==> src/rtl/item_spawner_if.sv <==
// item_spawner_if: head/tick in from the movement controller,
// item positions and event pulses out to renderer and score logic.
interface item_spawner_if #(
    parameter int X_W = 6,
    parameter int Y_W = 5
);
    logic           tick;
    logic [X_W-1:0] head_x;
    logic [Y_W-1:0] head_y;
    logic [X_W-1:0] apple_x;
    logic [Y_W-1:0] apple_y;
    logic           apple_valid;
    logic [X_W-1:0] poison_x;
    logic [Y_W-1:0] poison_y;
    logic           poison_valid;
    logic           add_cube;
    logic           hit_poison;
    logic           busy;

    modport master (
        output tick, head_x, head_y,
        input  apple_x, apple_y, apple_valid,
        input  poison_x, poison_y, poison_valid,
        input  add_cube, hit_poison, busy
    );

    modport slave (
        input  tick, head_x, head_y,
        output apple_x, apple_y, apple_valid,
        output poison_x, poison_y, poison_valid,
        output add_cube, hit_poison, busy
    );
endinterface

==> src/rtl/item_spawner.sv <==
// item_spawner: apple/poison tracking, eat detection and
// LFSR rejection-sampled respawn on the snake grid.
module item_spawner #(
    parameter int          GRID_W      = 40,
    parameter int          GRID_H      = 30,
    parameter int          X_W         = 6,
    parameter int          Y_W         = 5,
    parameter int          BORDER      = 1,
    parameter logic [15:0] SEED        = 16'hACE1,
    parameter int          POISON_LIFE = 256,
    parameter int          APPLE0_X    = 24,
    parameter int          APPLE0_Y    = 10,
    parameter int          POISON0_X   = 10,
    parameter int          POISON0_Y   = 20
) (
    input logic         clk,
    input logic         rst_n,
    item_spawner_if.slave bus
);
    localparam int LW = (POISON_LIFE < 2) ? 1
                      : $clog2(POISON_LIFE + 1);
    localparam logic [LW-1:0] LIFE0 = LW'(POISON_LIFE);

    typedef enum logic [1:0] {
        IDLE,
        SPAWN_APPLE,
        SPAWN_POISON
    } state_t;

    state_t         state;
    state_t         state_nx;
    logic [15:0]    lfsr;
    logic [LW-1:0]  life;
    logic           apple_pend;
    logic           poison_pend;
    logic [X_W-1:0] cand_x;
    logic [Y_W-1:0] cand_y;
    logic           in_x;
    logic           in_y;
    logic           on_head;
    logic           ok_apple;
    logic           ok_poison;
    logic           eat_apple;
    logic           eat_poison;
    logic           expire;
    logic           place_apple;
    logic           place_poison;

    assign cand_x = lfsr[X_W-1:0];
    assign cand_y = lfsr[15:16-Y_W];

    assign in_x = (int'(cand_x) >= BORDER) &&
                  (int'(cand_x) <= GRID_W - 1 - BORDER);
    assign in_y = (int'(cand_y) >= BORDER) &&
                  (int'(cand_y) <= GRID_H - 1 - BORDER);
    assign on_head = (cand_x == bus.head_x) &&
                     (cand_y == bus.head_y);

    assign ok_apple = in_x && in_y && !on_head &&
                      !(bus.poison_valid &&
                        cand_x == bus.poison_x &&
                        cand_y == bus.poison_y);
    assign ok_poison = in_x && in_y && !on_head &&
                       !(bus.apple_valid &&
                         cand_x == bus.apple_x &&
                         cand_y == bus.apple_y);

    assign eat_apple = bus.apple_valid &&
                       bus.head_x == bus.apple_x &&
                       bus.head_y == bus.apple_y;
    assign eat_poison = bus.poison_valid &&
                        bus.head_x == bus.poison_x &&
                        bus.head_y == bus.poison_y;

    // POISON_LIFE of zero means the poison never expires
    assign expire = (POISON_LIFE != 0) && bus.tick &&
                    bus.poison_valid && (life == LW'(1));

    assign bus.busy = apple_pend | poison_pend |
                      (state != IDLE);

    always_ff @(posedge clk) begin
        if (!rst_n) state <= IDLE;
        else        state <= state_nx;
    end

    always_comb begin
        state_nx     = state;
        place_apple  = 1'b0;
        place_poison = 1'b0;
        unique case (state)
            IDLE: begin
                if (apple_pend)       state_nx = SPAWN_APPLE;
                else if (poison_pend) state_nx = SPAWN_POISON;
            end
            SPAWN_APPLE: begin
                if (ok_apple) begin
                    place_apple = 1'b1;
                    state_nx    = IDLE;
                end
            end
            SPAWN_POISON: begin
                if (ok_poison) begin
                    place_poison = 1'b1;
                    state_nx     = IDLE;
                end
            end
            default: state_nx = IDLE;
        endcase
    end

    always_ff @(posedge clk) begin
        if (!rst_n) begin
            lfsr             <= SEED;
            life             <= LIFE0;
            apple_pend       <= 1'b0;
            poison_pend      <= 1'b0;
            bus.apple_x      <= X_W'(APPLE0_X);
            bus.apple_y      <= Y_W'(APPLE0_Y);
            bus.apple_valid  <= 1'b1;
            bus.poison_x     <= X_W'(POISON0_X);
            bus.poison_y     <= Y_W'(POISON0_Y);
            bus.poison_valid <= 1'b1;
            bus.add_cube     <= 1'b0;
            bus.hit_poison   <= 1'b0;
        end else begin
            lfsr <= {1'b0, lfsr[15:1]} ^
                    (lfsr[0] ? 16'hB400 : 16'h0000);
            bus.add_cube   <= eat_apple;
            bus.hit_poison <= eat_poison;

            if (eat_apple) begin
                bus.apple_valid <= 1'b0;
                apple_pend      <= 1'b1;
            end else if (place_apple) begin
                bus.apple_x     <= cand_x;
                bus.apple_y     <= cand_y;
                bus.apple_valid <= 1'b1;
                apple_pend      <= 1'b0;
            end

            if (eat_poison || expire) begin
                bus.poison_valid <= 1'b0;
                poison_pend      <= 1'b1;
            end else if (place_poison) begin
                bus.poison_x     <= cand_x;
                bus.poison_y     <= cand_y;
                bus.poison_valid <= 1'b1;
                poison_pend      <= 1'b0;
            end

            if (place_poison)
                life <= LIFE0;
            else if ((POISON_LIFE != 0) && bus.tick &&
                     bus.poison_valid)
                life <= life - LW'(1);
        end
    end
endmodule

==> src/flat_wrapper.sv <==
// flat-port wrapper written by rule: the top's interface ports become plain ports
module item_spawner_flat 
#(
    parameter int          GRID_W      = 40,
    parameter int          GRID_H      = 30,
    parameter int          X_W         = 6,
    parameter int          Y_W         = 5,
    parameter int          BORDER      = 1,
    parameter logic [15:0] SEED        = 16'hACE1,
    parameter int          POISON_LIFE = 256,
    parameter int          APPLE0_X    = 24,
    parameter int          APPLE0_Y    = 10,
    parameter int          POISON0_X   = 10,
    parameter int          POISON0_Y   = 20
)
  (clk, rst_n, bus_tick, bus_head_x, bus_head_y, bus_apple_x, bus_apple_y, bus_apple_valid, bus_poison_x, bus_poison_y, bus_poison_valid, bus_add_cube, bus_hit_poison, bus_busy);
  item_spawner_if #(.X_W(X_W), .Y_W(Y_W)) bus_i ();
  input logic clk;
  input logic rst_n;
  input wire logic [$bits(bus_i.tick)-1:0] bus_tick;
  input wire logic [$bits(bus_i.head_x)-1:0] bus_head_x;
  input wire logic [$bits(bus_i.head_y)-1:0] bus_head_y;
  output wire logic [$bits(bus_i.apple_x)-1:0] bus_apple_x;
  output wire logic [$bits(bus_i.apple_y)-1:0] bus_apple_y;
  output wire logic [$bits(bus_i.apple_valid)-1:0] bus_apple_valid;
  output wire logic [$bits(bus_i.poison_x)-1:0] bus_poison_x;
  output wire logic [$bits(bus_i.poison_y)-1:0] bus_poison_y;
  output wire logic [$bits(bus_i.poison_valid)-1:0] bus_poison_valid;
  output wire logic [$bits(bus_i.add_cube)-1:0] bus_add_cube;
  output wire logic [$bits(bus_i.hit_poison)-1:0] bus_hit_poison;
  output wire logic [$bits(bus_i.busy)-1:0] bus_busy;
  assign bus_i.tick = bus_tick;
  assign bus_i.head_x = bus_head_x;
  assign bus_i.head_y = bus_head_y;
  assign bus_apple_x = bus_i.apple_x;
  assign bus_apple_y = bus_i.apple_y;
  assign bus_apple_valid = bus_i.apple_valid;
  assign bus_poison_x = bus_i.poison_x;
  assign bus_poison_y = bus_i.poison_y;
  assign bus_poison_valid = bus_i.poison_valid;
  assign bus_add_cube = bus_i.add_cube;
  assign bus_hit_poison = bus_i.hit_poison;
  assign bus_busy = bus_i.busy;
  item_spawner #(.GRID_W(GRID_W), .GRID_H(GRID_H), .X_W(X_W), .Y_W(Y_W), .BORDER(BORDER), .SEED(SEED), .POISON_LIFE(POISON_LIFE), .APPLE0_X(APPLE0_X), .APPLE0_Y(APPLE0_Y), .POISON0_X(POISON0_X), .POISON0_Y(POISON0_Y)) u_core (.clk(clk), .rst_n(rst_n), .bus(bus_i));
endmodule
==> config.mk <==
export PLATFORM = sky130hd
export DESIGN_NAME = item_spawner_flat
export DESIGN_NICKNAME = d
export VERILOG_FILES = /design/src/rtl/item_spawner_if.sv /design/src/rtl/item_spawner.sv /design/src/flat_wrapper.sv
export SDC_FILE = /design/constraint.sdc
export NUM_CORES = 1
export LEC_CHECK = 0
export BUFFER_PORTS_ARGS = -buffer_cell sky130_fd_sc_hd__buf_2
export CORE_AREA = 3 3 65 97
export DETAILED_ROUTE_END_ITERATION = 7
export DIE_AREA = 0 0 68 100
export PLACE_DENSITY = 0.69
export SYNTH_ARGS = -nofsm -noshare
export SYNTH_HDL_FRONTEND = slang
export SYNTH_SLANG_ARGS = --single-unit
==> constraint.sdc <==
create_clock -name clk -period 4.91 [get_ports clk]
set_input_delay 0.7365 -clock clk [delete_from_list [all_inputs] [get_ports clk]]
set_output_delay 0.7365 -clock clk [all_outputs]
set_load 0.02 [all_outputs]
; After elaboration in Yosys (flattened, before gate mapping)
; Cells that the tools add are included.
[word_totals]
regBits = 55
latchBits = 0
ram_bits = 0
romBits = 0
in_bits = 14
out_inout_bits = 27
mem_count = 0
[classes]
addsub = 1
multipliers = 0
div = 0
order_cmp = 4
eq_ne = 16
n_shift = 0
mux = 18
bitwise = 6
reduce_logical = 29
[op_table]
columns = op, n
row1 = $eq A6 B6 Y1, 5
row2 = $eq A5 B5 Y1, 5
row3 = $logic_and A1 B1 Y1, 17
row4 = $mux W16, 1
row5 = $xor A15 B16 Y16, 1
row6 = $mux W1, 12
row7 = $eq A9 B1 Y1 const B, 1
row8 = $sub A9 B1 Y9 const B, 1
row9 = $mux W2, 4
row10 = $ge A6 B1 Y1 const B, 1
row11 = $le A6 B6 Y1 const B, 1
row12 = $pmux W2 S3, 1
row13 = $reduce_bool A2 Y1, 3
row14 = $ge A5 B1 Y1 const B, 1
row15 = $le A5 B5 Y1 const B, 1
row16 = $ne A2 B1 Y1 const B, 2
row17 = $reduce_and A2 Y1, 2
row18 = $logic_not A1 Y1, 3
row19 = $ne A3 B1 Y1 const B, 1
row20 = $not A1 Y1, 3
row21 = $reduce_and A3 Y1, 1
row22 = $eq A2 B1 Y1 const B, 1
row23 = $eq A2 B2 Y1 const B, 1
row24 = $logic_not A2 Y1, 1
row25 = other kinds (3), 4

; Depth between registers and ports, before layout
; Gate-level depths: netlist (run 1).
[depth]
word_depth = 9
depth_mapped = 9
depth_no_buf = 6

; Worst setup path before layout (run 1)
; OpenSTA, ideal clock, no wires.
[synth_timing]
path_type = in2reg
start = input port bus_head_y[3]
end = register u_core.bus.poison_x[0]
setup_ps = 118
t_arrival_ps = 2140
t_required_ps = 4792
slack_ps = 2652
cell_stages = 8
n_path_buf = 2
cell_sequence = xnor2_1 > nand4_1 > nor3_1 > or4b_1 > buf_2 > or2_1 > buf_6 > mux2i_1
[synth_via]
elab_chain_cells = 8
elab_cells_between_ends = 12
[synth_lines]
columns = item, line
row1 = from (decl), flat_wrapper.sv:22  ; input wire logic [$bits(bus_i.head_y)-1:0] bus_head_y;
row2 = $eq A5 B5 Y1, item_spawner.sv:57  ; (cand_y == bus.head_y);
row3 = $logic_and A1 B1 Y1, item_spawner.sv:56  ; assign on_head = (cand_x == bus.head_x) &&
row4 = $logic_not A1 Y1, item_spawner.sv:63  ; assign ok_poison = in_x && in_y && !on_head &&
row5 = $logic_and A1 B1 Y1 (2 in a row), item_spawner.sv:63
row6 = $mux W1, item_spawner.sv:103  ; if (ok_poison) begin
row7 = $mux W1, item_spawner.sv:91  ; unique case (state)
row8 = $reduce_and A2 Y1 (no line) (*), --
row9 = to (signal assigned), item_spawner.sv:121  ; bus.poison_x <= X_W'(POISON0_X);
row10 = to (signal assigned), item_spawner.sv:146  ; bus.poison_x <= cand_x;
row11 = to (decl), item_spawner_if.sv:30  ; output poison_x, poison_y, poison_valid,
; Every way passes the cells marked *; elsewhere a longest branch is shown, timed or not.
; A chain may end at the register's enable or synchronous reset.

; Final worst setup path (run 1)
[layout_timing]
start = register u_core.lfsr[0]
end = register u_core.bus.poison_x[2]
[layout_via]
elab_chain_cells = 8
elab_cells_between_ends = 16
[layout_lines]
columns = item, line
row1 = from (decl), item_spawner.sv:32  ; logic [15:0] lfsr;
row2 = from (signal assigned), item_spawner.sv:127  ; lfsr <= {1'b0, lfsr[15:1]} ^
row3 = $ge A6 B1 Y1 (tied with other cells), item_spawner.sv:52  ; assign in_x = (int'(cand_x) >= BORDER) &&
row4 = "$logic_and A1 B1 Y1, on equally long branches", "item_spawner.sv:52, item_spawner.sv:56, item_spawner.sv:64"
row5 = $logic_and A1 B1 Y1 (tied with other cells), item_spawner.sv:63
row6 = $logic_and A1 B1 Y1 or $logic_not A1 Y1 (tied branches), "item_spawner.sv:63, item_spawner.sv:64"
row7 = $logic_and A1 B1 Y1 (*), item_spawner.sv:63
row8 = $mux W1 (*), item_spawner.sv:103
row9 = $mux W1 (*), item_spawner.sv:91
row10 = $reduce_and A2 Y1 (no line) (*), --
; Marks and branches as above.

==> results of run 1 <==
-- synthesized netlist by cell type --
library cell  instances
xnor2_1              63
dfxtp_1              55
nand2_1              40
nor2_1               20
nand4_1              18
inv_1                12
mux2i_1              11
o21ai_0              11
nand3_1               8
buf_2                 7
clkbuf_1              7
nand2b_1              7
nor3_1                7
nor4_1                7
a21oi_1               4
buf_6                 3
o211ai_1              3
and2_1                2
buf_4                 2
ha_1                  2
nor4b_1               2
or3_1                 2
xor2_1                2
a311o_1               1
a31o_2                1
a31oi_1               1
nand3_2               1
nand3b_1              1
nor2b_1               1
nor4_2                1
o2111a_1              1
o21a_1                1
o21bai_1              1
o31ai_1               1
or2_1                 1
or4_1                 1
or4b_1                1
-- final timing paths --
kind | start | to | depth (start not counted)
max reg2reg | u_core.lfsr[0]$_SDFF_PN1_ | u_core.bus.poison_x[2]$_SDFFE_PN0P_ | 6
min | u_core.lfsr[7]$_SDFF_PN1_ | u_core.lfsr[6]$_SDFF_PN1_ | 1
max | u_core.lfsr[0]$_SDFF_PN1_ | u_core.bus.poison_x[2]$_SDFFE_PN0P_ | 6
min reg2reg | u_core.lfsr[7]$_SDFF_PN1_ | u_core.lfsr[6]$_SDFF_PN1_ | 1
-- state kept, by name, summed over array words and instances, names as in the netlist --
signal / flops
u_core.lfsr: 16
u_core.life: 9
u_core.bus.apple_x: 6
u_core.bus.poison_x: 6
u_core.bus.apple_y: 5
u_core.bus.poison_y: 5
u_core.state: 2
u_core.apple_pend: 1
u_core.bus.add_cube: 1
u_core.bus.apple_valid: 1
u_core.bus.hit_poison: 1
u_core.bus.poison_valid: 1
u_core.poison_pend: 1
-- power by group through the flow --
| stage | clock (mW) | sequential [mW] | combinational [mW] |
|---|---|---|---|
| detailed placement | 0 | 0.511 | 0.126 |
| floorplan | 0 | 0.493 | 0.113 |
| global route | 0.340 | 0.504 | 0.140 |
| CTS | 0.324 | 0.501 | 0.127 |
| global placement | 0 | 0.510 | 0.123 |
| finish | 0.319 | 0.501 | 0.125 |
-- per-layer routing --
layer  share of wire, %  wire (um)  vias to the layer above
met2                 49       3130                       76
li1                   -          -                     1093
met4                5.0        323                        0
met1                 41       2630                      987
met5                  0          0                        -
met3                5.6        360                       23
-- stage by stage --
stage	instance area [um2]	setup WS (ns)
after floorplan	2720	2.65
after global placement	2910	2.18
after detailed placement	2910	2.07
after CTS	3030	2.30
after global routing	3030	2.05
final	3030	2.29
-- worst max-delay path: cells and delay by family (launching register included) --
| family | cells | cell delay [ns] |
|---|---|---|
| DFF | 1 | 0.72 |
| xor gates and xnor gates | 1 | 0.18 |
| and+or+nand+nor | 4 | 1.41 |
| muxes | 1 | 0.23 |
-- layout make-up --
cell class | instances | area [um2]
Timing Repair Buffer | 41 | 208
Clock buffer | 6 | 82.6
Fill cell | 539 | 2510
Clock inverter | 2 | 38.8
Tap cell | 70 | 87.6
Sequential cell | 55 | 1100
Inverter | 12 | 45.0
Multi-Input combinational cell | 223 | 1460
-- kinds of logic (layout without fill, tap and decap cells) --
family	count (synthesis)	count (layout)	share of synthesized area (%)
AOI/OAI and AO/OA	25	25	5.75
xor gates and xnor gates	65	65	20.9
adders and majority gates	2	2	0.920
buffers and inverters	31	61	5.70
DFF	55	55	40.5
muxes	11	11	4.05
and+or+nand+nor	120	120	22.2
==> impl_metrics.tcl, run 1 <==
set metrics [dict create \
    routedWlPerCell_um 15.7 \
    max_freq_mhz 382 \
    crit_type "flop to flop" \
    comb_power_share_pct 13.2 \
    avgSynthCellArea_um2 8.80 \
    cts_root_buf "clkbuf_8" \
    rows 33 \
    pwr-share-clk_pct 33.8 \
    worstPathRequired_ns 5.14 \
    place_inst 401 \
    cts_resized 0 \
    antenna_found_initial 0 \
    finalHoldViolCount 0 \
    drive_gt1_share_pct 15.3 \
    drc 0 \
    drt_pass1_iterations 4 \
    finalMaxSlewViolations 0 \
    globalRouteMet3Util_pct 3.58 \
    synth_top_area_share_pct 40.5 \
    io_buffers 40 \
    finalPower_uw 945 \
    nets 354 \
    whs_ns 0.416 \
    hpwl_mm 4.90 \
    tightest_slew_ns 0.829 \
    synthesis.area_um2 2720 \
    grt_max_degree 49 \
    relSlewSlack_pct 44.7 \
    synth_top_area_cell "dfxtp_1" \
    rsz0062_at_grt "no" \
    clock_latency_ns 0.31 \
    worst_clock_skew_ns 0.0123 \
    cellLeakagePower_nw 1.16 \
    finalCritPeriodShare_pct 53.3 \
    cts_sinks 55 \
    critPathLaunchType "flop" \
    hold_buffers 0 \
    viasPerCell 5.33 \
    min_period_ns 2.62 \
    setup_viol 0 \
    power_density_nw_per_um2 312 \
    die_h_um 100 \
    sw_frac_of_total_pct 26.3 \
    die_width_um 68 \
    holdCritPathClass "flop to flop" \
    clkTransAtPathRegs_ns 0.10 \
    clk_path_buf_depth 2 \
    yosysUniqueCellTypes 37 \
    initial_core_util_pct 49.2 \
    top_usage_layer "met2" \
    power_switching_uw 248 \
    numCtsBuffers 5 \
    grt_use_met2_pct 32.1 \
    end_kind "flop" \
    use_met1_pct 24.9 \
    p_int_uw 697 \
    worst-endpoint-arrival_ns 2.85 \
    cts_tree "yes" \
    overflow 0 \
    ys_ff_latch 55 \
    syn_inst 309 \
    status "completed" \
    post_cts_buffers 0 \
    ys_warn_count 0 \
    first_global_vias 2081 \
    gp_congestion 0.923 \
    dr_total_vias 2179 \
    finalSetupTns_ns 0 \
    grt_pass1_wl_mm 10.3 \
    layout_common_cells "xnor2_1, dfxtp_1, nand2_1, buf_2, nor2_1" \
    syn2layout_area_growth_pct 11.3 \
    synth_fp_nets 325 \
    ys_seq_area_share_pct 40.5 \
    postRouteAntennaNets 0 \
    ir_drop_mv 0.193 \
    synth.area.top_cells "dfxtp_1, xnor2_1, nand2_1, nand4_1, mux2i_1" \
    cp_max_fo 11 \
    drtIter0Drc 66 \
    h-tree-depth 2 \
    pwr-share-seq_pct 53.0 \
    maxCapViolations 0 \
    slowest_delay_ns 0.72 \
    wl_mm 6.44 \
    slowest_stage "dfxtp_1" \
    num_io_pins 41 \
    coreArea_um2 5530 \
    mostFrequentLayoutCell "xnor2_1" \
    diodes 0 \
    dieArea_um2 6800 \
    post-route-util_pct 54.7 \
    grtUsageTotal_pct 20.1 \
    cp_cell_sequence "xnor2_1, nand4_1, nor3_1, or4b_1, or2_1, mux2i_1" \
    final_cell_count_no_fill 409 \
    r2r_slack_ns 2.29 \
]
(Power assumes the default switching activity.)
==> inputs of run 2 (changes only) <==
- PLACE_DENSITY: 0.69 -> 0.72
- clock period: 4.91 -> 2.4 ns (I/O delays scaled with it)
==> run 2 against run 1 <==
Compared with the run above:
- flip-flop and latch count unchanged
- via count grew 4.7%
- register-to-register slack got worse by 2.2 ns
- largest cell class unchanged
- clock power grew 53%
- worst hold slack got worse by 0.047 ns
- global-route usage rose by 1.1 points
==> impl_metrics.tcl, run 2 (synthesis gave the netlist of run 1 again) <==
set metrics [dict create \
    initial_core_util_pct 49.2 \
    cts_sinks 55 \
    coreArea_um2 5530 \
    clkTransAtPathRegs_ns 0.09 \
    min_period_ns 2.27 \
    ir_drop_mv 0.287 \
    largest_reg_flops 16 \
    maxCapViolations 0 \
    rows 33 \
    diodes 0 \
    finalSetupTns_ns 0 \
    drtIter0Drc 133 \
    hold_path_depth 4 \
    tightest_slew_ns 0.543 \
    post_cts_buffers 0 \
    h-tree-depth 2 \
    path_common_cell "nand2_1" \
    hold_buffers 0 \
    setup_viol 0 \
    hold_end "u_core.life[2]$_SDFFE_PP0P_" \
    regMostFlops "u_core.lfsr" \
    placed_area_um2 2970 \
    dr_total_vias 2282 \
    cellLeakagePower_nw 1.19 \
    antenna_found_initial 0 \
    io_buffers 40 \
    dieArea_um2 6800 \
    layout_common_cells "xnor2_1, dfxtp_1, nand2_1, buf_2, nor2_1" \
    cp_cell_sequence "a311o_1, nand2_1, nand3_2, or4b_1, buf_4, nand2_1, o21ai_0" \
    clock_latency_ns 0.31 \
    grt_pass1_wl_mm 11.0 \
    post-route-util_pct 55.3 \
    final_cell_count_no_fill 418 \
    slowest_stage "or4b_1" \
    hp-start "bus_tick" \
    mostFrequentLayoutCell "xnor2_1" \
    rr_startpoint "u_core.lfsr[3]$_SDFF_PN0_" \
    viasPerCell 5.46 \
    crit_buf_inv 1 \
    place_inst 410 \
    gp_congestion 0.923 \
    whs_ns 0.369 \
    finalCritPeriodShare_pct 94.5 \
    routedWlPerCell_um 16.0 \
    path_delay_family "simple AND/OR/NAND/NOR gates" \
    final_area_um2 3060 \
    finalMaxSlewViolations 0 \
    cts_tree "yes" \
    cts_resized 0 \
    worst-endpoint-arrival_ns 2.46 \
    drc 0 \
    worst_clock_skew_ns 0.00261 \
    status "completed" \
    r2r_slack_ns 0.13 \
    wl_mm 6.67 \
    finalHoldViolCount 0 \
    multi_input_area_um2 1470 \
    drive_gt1_share_pct 17.8 \
    numCtsBuffers 5 \
    cts_root_buf "clkbuf_8" \
    holdCritPathClass "input port to flop" \
    regArea_um2 1100 \
    worstPathRequired_ns 2.59 \
    slowest_delay_ns 0.57 \
    relSlewSlack_pct 63.4 \
    clk_path_buf_depth 2 \
    reg_top3 "u_core.lfsr: 16 flops, u_core.life: 9 flops" \
    critPathLaunchType "flop" \
    rsz0062_at_grt "no" \
    grtUsageTotal_pct 21.3 \
    power_density_nw_per_um2 582 \
    grt_max_degree 27 \
    num_io_pins 41 \
    die_width_um 68 \
    postRouteAntennaNets 0 \
    end_kind "flop" \
    hpwl_mm 5.19 \
    crit_type "flop to flop" \
    timing.rr.end "u_core.poison_pend$_SDFFE_PN0P_" \
    overflow 0 \
    worstRegToRegCells 7 \
    cp_max_fo 10 \
    die_h_um 100 \
    nets 363 \
    fillers 552 \
    max_freq_mhz 441 \
    drt_pass1_iterations 5 \
    syn2layout_area_growth_pct 12.5 \
    first_global_vias 2218 \
]
-- run 2: layout make-up --
cell class                      instances  area share, %
Multi-Input combinational cell        223           47.9
Sequential cell                        55           36.1
Timing Repair Buffer                   50           9.00
Tap cell                               70           2.86
Clock buffer                            7           2.49
Inverter                               12           1.47
Clock inverter                          1          0.164
-- run 2: layer usage --
layer / routed length, um / share of wire [%] / GRT usage (%) / up-vias
li1: - / - / - / 1108
met1: 2750 / 41 / 25.9 / 1067
met2: 3390 / 51 / 36.3 / 87
met3: 367 / 5.5 / 3.36 / 20
met4: 168 / 2.5 / 8.58 / 0
met5: 0 / 0 / 0 / -
-- run 2: tightest hold or removal path, cell delays in order --
cell,delay (ns)
buf_2,0.09
nand3_1,0.07
nand2_1,0.06
a21oi_1,0.05
-- run 2: power by group --
group          switching, mW  internal (mW)
Sequential            0.0565          0.962
Combinational          0.147          0.128
Clock                  0.282          0.205
Total                  0.485           1.30
-- run 2: how the worst max path moves through the flow --
| stage | slack [ns] | cells after the start | from | endpoint |
|---|---|---|---|---|
| 2_1_floorplan | 0.24 | 9 | u_core.lfsr[2]$_SDFF_PN0_ | u_core.bus.poison_x[0]$_SDFFE_PN0P_ |
| 3_3_place_gp | 0.14 | 6 | u_core.lfsr[3]$_SDFF_PN0_ | u_core.bus.poison_x[4]$_SDFFE_PN0P_ |
| 3_5_place_dp | 0.13 | 6 | u_core.lfsr[3]$_SDFF_PN0_ | u_core.bus.poison_x[4]$_SDFFE_PN0P_ |
| 4_1_cts | 0.10 | 6 | u_core.lfsr[14]$_SDFF_PN0_ | u_core.bus.poison_y[4]$_SDFFE_PN1P_ |
| 5_1_grt | 0.01 | 7 | u_core.lfsr[12]$_SDFF_PN0_ | u_core.poison_pend$_SDFFE_PN0P_ |
| 6_report | 0.13 | 7 | u_core.lfsr[3]$_SDFF_PN0_ | u_core.poison_pend$_SDFFE_PN0P_ |
-- run 2: stage by stage --
stage	setup slack (ns)	power, mW
CTS	0.102	1.80
finish	0.132	1.78
global placement	0.139	1.30
detailed placement	0.133	1.31
floorplan	0.237	1.24
global route	0.0116	1.88
==> inputs of run 3 (changes only) <==
- PLACE_DENSITY: 0.72 -> 0.77
==> run 3 against run 2 <==
Compared with the run above:
- utilization rose by 0.75 points
- wire length rose by 0.43%
- non-clock buffer count rose by 1
- critical path depth did not move
- clock power rose by 25%
- clock-buffer cell count fell by 1
- total power rose by 7.0%
- first-iteration DRC count fell by 5.3%
- die area did not move
- maximum frequency fell by 0.87%
- largest cell class unchanged
==> impl_metrics.tcl, run 3 (synthesis gave the netlist of run 1 again) <==
set metrics [dict create \
    min_period_ns 2.29 \
    nets 364 \
    relSlewSlack_pct 57.0 \
    r2r_slack_ns 0.11 \
    dieArea_um2 6800 \
    drtIter0Drc 126 \
    initial_core_util_pct 49.2 \
    rsz0062_at_grt "yes" \
    cellLeakagePower_nw 1.21 \
    final_cell_count_no_fill 419 \
    drt_pass1_iterations 4 \
    h-tree-depth 2 \
    fillers 521 \
    worstPathRequired_ns 2.58 \
    drc 0 \
    worst-endpoint-arrival_ns 2.47 \
    cts_tree "yes" \
    crit_type "flop to flop" \
    coreArea_um2 5530 \
    worst_clock_skew_ns 0.0109 \
    timing.rr.end "u_core.bus.poison_x[1]$_SDFFE_PN1P_" \
    layout_common_cells "xnor2_1, dfxtp_1, buf_2" \
    hpwl_mm 5.24 \
    die_width_um 68 \
    cts_sinks 55 \
    status "completed" \
    diodes 0 \
    largest_reg_flops 16 \
    grt_max_degree 33 \
    overflow 0 \
    die_h_um 100 \
    wl_mm 6.70 \
    setup_ws_ns 0.112 \
    finalSetupTns_ns 0 \
    syn2layout_area_growth_pct 14.0 \
    dr_total_vias 2254 \
    globalRouteMet3Util_pct 3.70 \
    rows 33 \
    cp_max_fo 8 \
    clkTransAtPathRegs_ns 0.10 \
    routedWlPerCell_um 16.0 \
    viasPerCell 5.38 \
    startpoint "u_core.lfsr[12]$_SDFF_PN0_" \
    finalHoldViolCount 0 \
    grtUsageTotal_pct 21.3 \
    place_ws_ns 0.153 \
    critPathLaunchType "flop" \
    holdCritPathClass "input port to flop" \
    finalCritPeriodShare_pct 95.4 \
    grt_pass1_wl_mm 11.0 \
    use_met1_pct 25.5 \
    endpoint "u_core.bus.poison_x[1]$_SDFFE_PN1P_" \
    num_io_pins 41 \
    cts_root_buf "clkbuf_8" \
    whs_ns 0.370 \
    rr_startpoint "u_core.lfsr[12]$_SDFF_PN0_" \
    postRouteAntennaNets 0 \
    numCtsBuffers 5 \
    slowest_delay_ns 0.58 \
    max_freq_mhz 437 \
    io_buffers 40 \
    gp_congestion 0.915 \
    clock_latency_ns 0.31 \
    antenna_found_initial 0 \
    ir_drop_mv 0.439 \
    drive_gt1_share_pct 18.6 \
    mostFrequentLayoutCell "xnor2_1" \
    end_kind "flop" \
    clk_path_buf_depth 2 \
    finalMaxSlewViolations 0 \
    cp_cell_sequence "o2111a_1, a21oi_1, nand3_2, or4b_1, buf_4, nor3_1, a31oi_1" \
    worstRegToRegCells 7 \
    maxCapViolations 0 \
    reg_top3 "u_core.lfsr: 16 flops, u_core.life: 9 flops" \
    top_usage_layer "met2" \
    tightest_slew_ns 0.639 \
    post-route-util_pct 56.0 \
    hold_buffers 0 \
    place_inst 411 \
    power_density_nw_per_um2 615 \
    regMostFlops "u_core.lfsr" \
    grt_use_met2_pct 35.7 \
    slowest_stage "or4b_1" \
    first_global_vias 2252 \
    setup_viol 0 \
]
## run 3: changes by cell type in the layout (fill, tap and decap cells not counted), sizes merged
cell,delta
buf,+1
inv,+1
bufinv,+1
clkinv,-1
clkbuf,-1
## run 3: critical path: cells and delay by family (launching register included)
| family | cells | cell delay [ns] |
|---|---|---|
| flops | 1 | 0.43 |
| buf+inv | 1 | 0.20 |
| simple gates | 3 | 0.99 |
| compound gates | 3 | 0.56 |
## run 3: metal layers
metal | vias up | part of all wire, %
met2 | 71 | 50
li1 | 1112 | -
met1 | 1049 | 41
met5 | - | 0
met4 | 0 | 4.4
met3 | 22 | 4.8
## run 3: layout make-up
type | count | area [um2] | area share, %
timing repair buffer | 51 | 283 | 9.12
inverter | 12 | 45.0 | 1.45
clock inverter | 2 | 38.8 | 1.25
tap | 70 | 87.6 | 2.82
clock buffer | 6 | 72.6 | 2.34
sequential | 55 | 1100 | 35.6
multi-input combinational | 223 | 1470 | 47.5
## run 3: worst min path at each step
stage          cells after the start                       from                          end
3_5_place_dp                       1  u_core.lfsr[6]$_SDFF_PN1_    u_core.lfsr[5]$_SDFF_PN1_
6_report                           4                   bus_tick  u_core.life[2]$_SDFFE_PP0P_
5_1_grt                            4                   bus_tick  u_core.life[2]$_SDFFE_PP0P_
2_1_floorplan                      1  u_core.lfsr[6]$_SDFF_PN1_    u_core.lfsr[5]$_SDFF_PN1_
3_3_place_gp                       1  u_core.lfsr[6]$_SDFF_PN1_    u_core.lfsr[5]$_SDFF_PN1_
4_1_cts                            4                   bus_tick  u_core.life[2]$_SDFFE_PP0P_
## run 3: timing repair
action | in CTS | in global routing
resized for setup | 0 | 5
endpoints found under the setup margin | 0 | 15
buffers inserted | 0 | 0
## run 3: per-stage QoR
stage | power, mW | area (um2)
2_1_floorplan | 1.24 | 2720
3_3_place_gp | 1.30 | 2980
3_5_place_dp | 1.31 | 2980
4_1_cts | 1.92 | 3090
5_1_grt | 2.00 | 3100
6_report | 1.91 | 3100
## run 3: where the power goes
part / internal (mW) / leakage [nW] / switching [mW]
Clock: 0.315 / 0.0558 / 0.295
Sequential: 0.962 / 0.450 / 0.0587
Combinational: 0.128 / 0.702 / 0.147
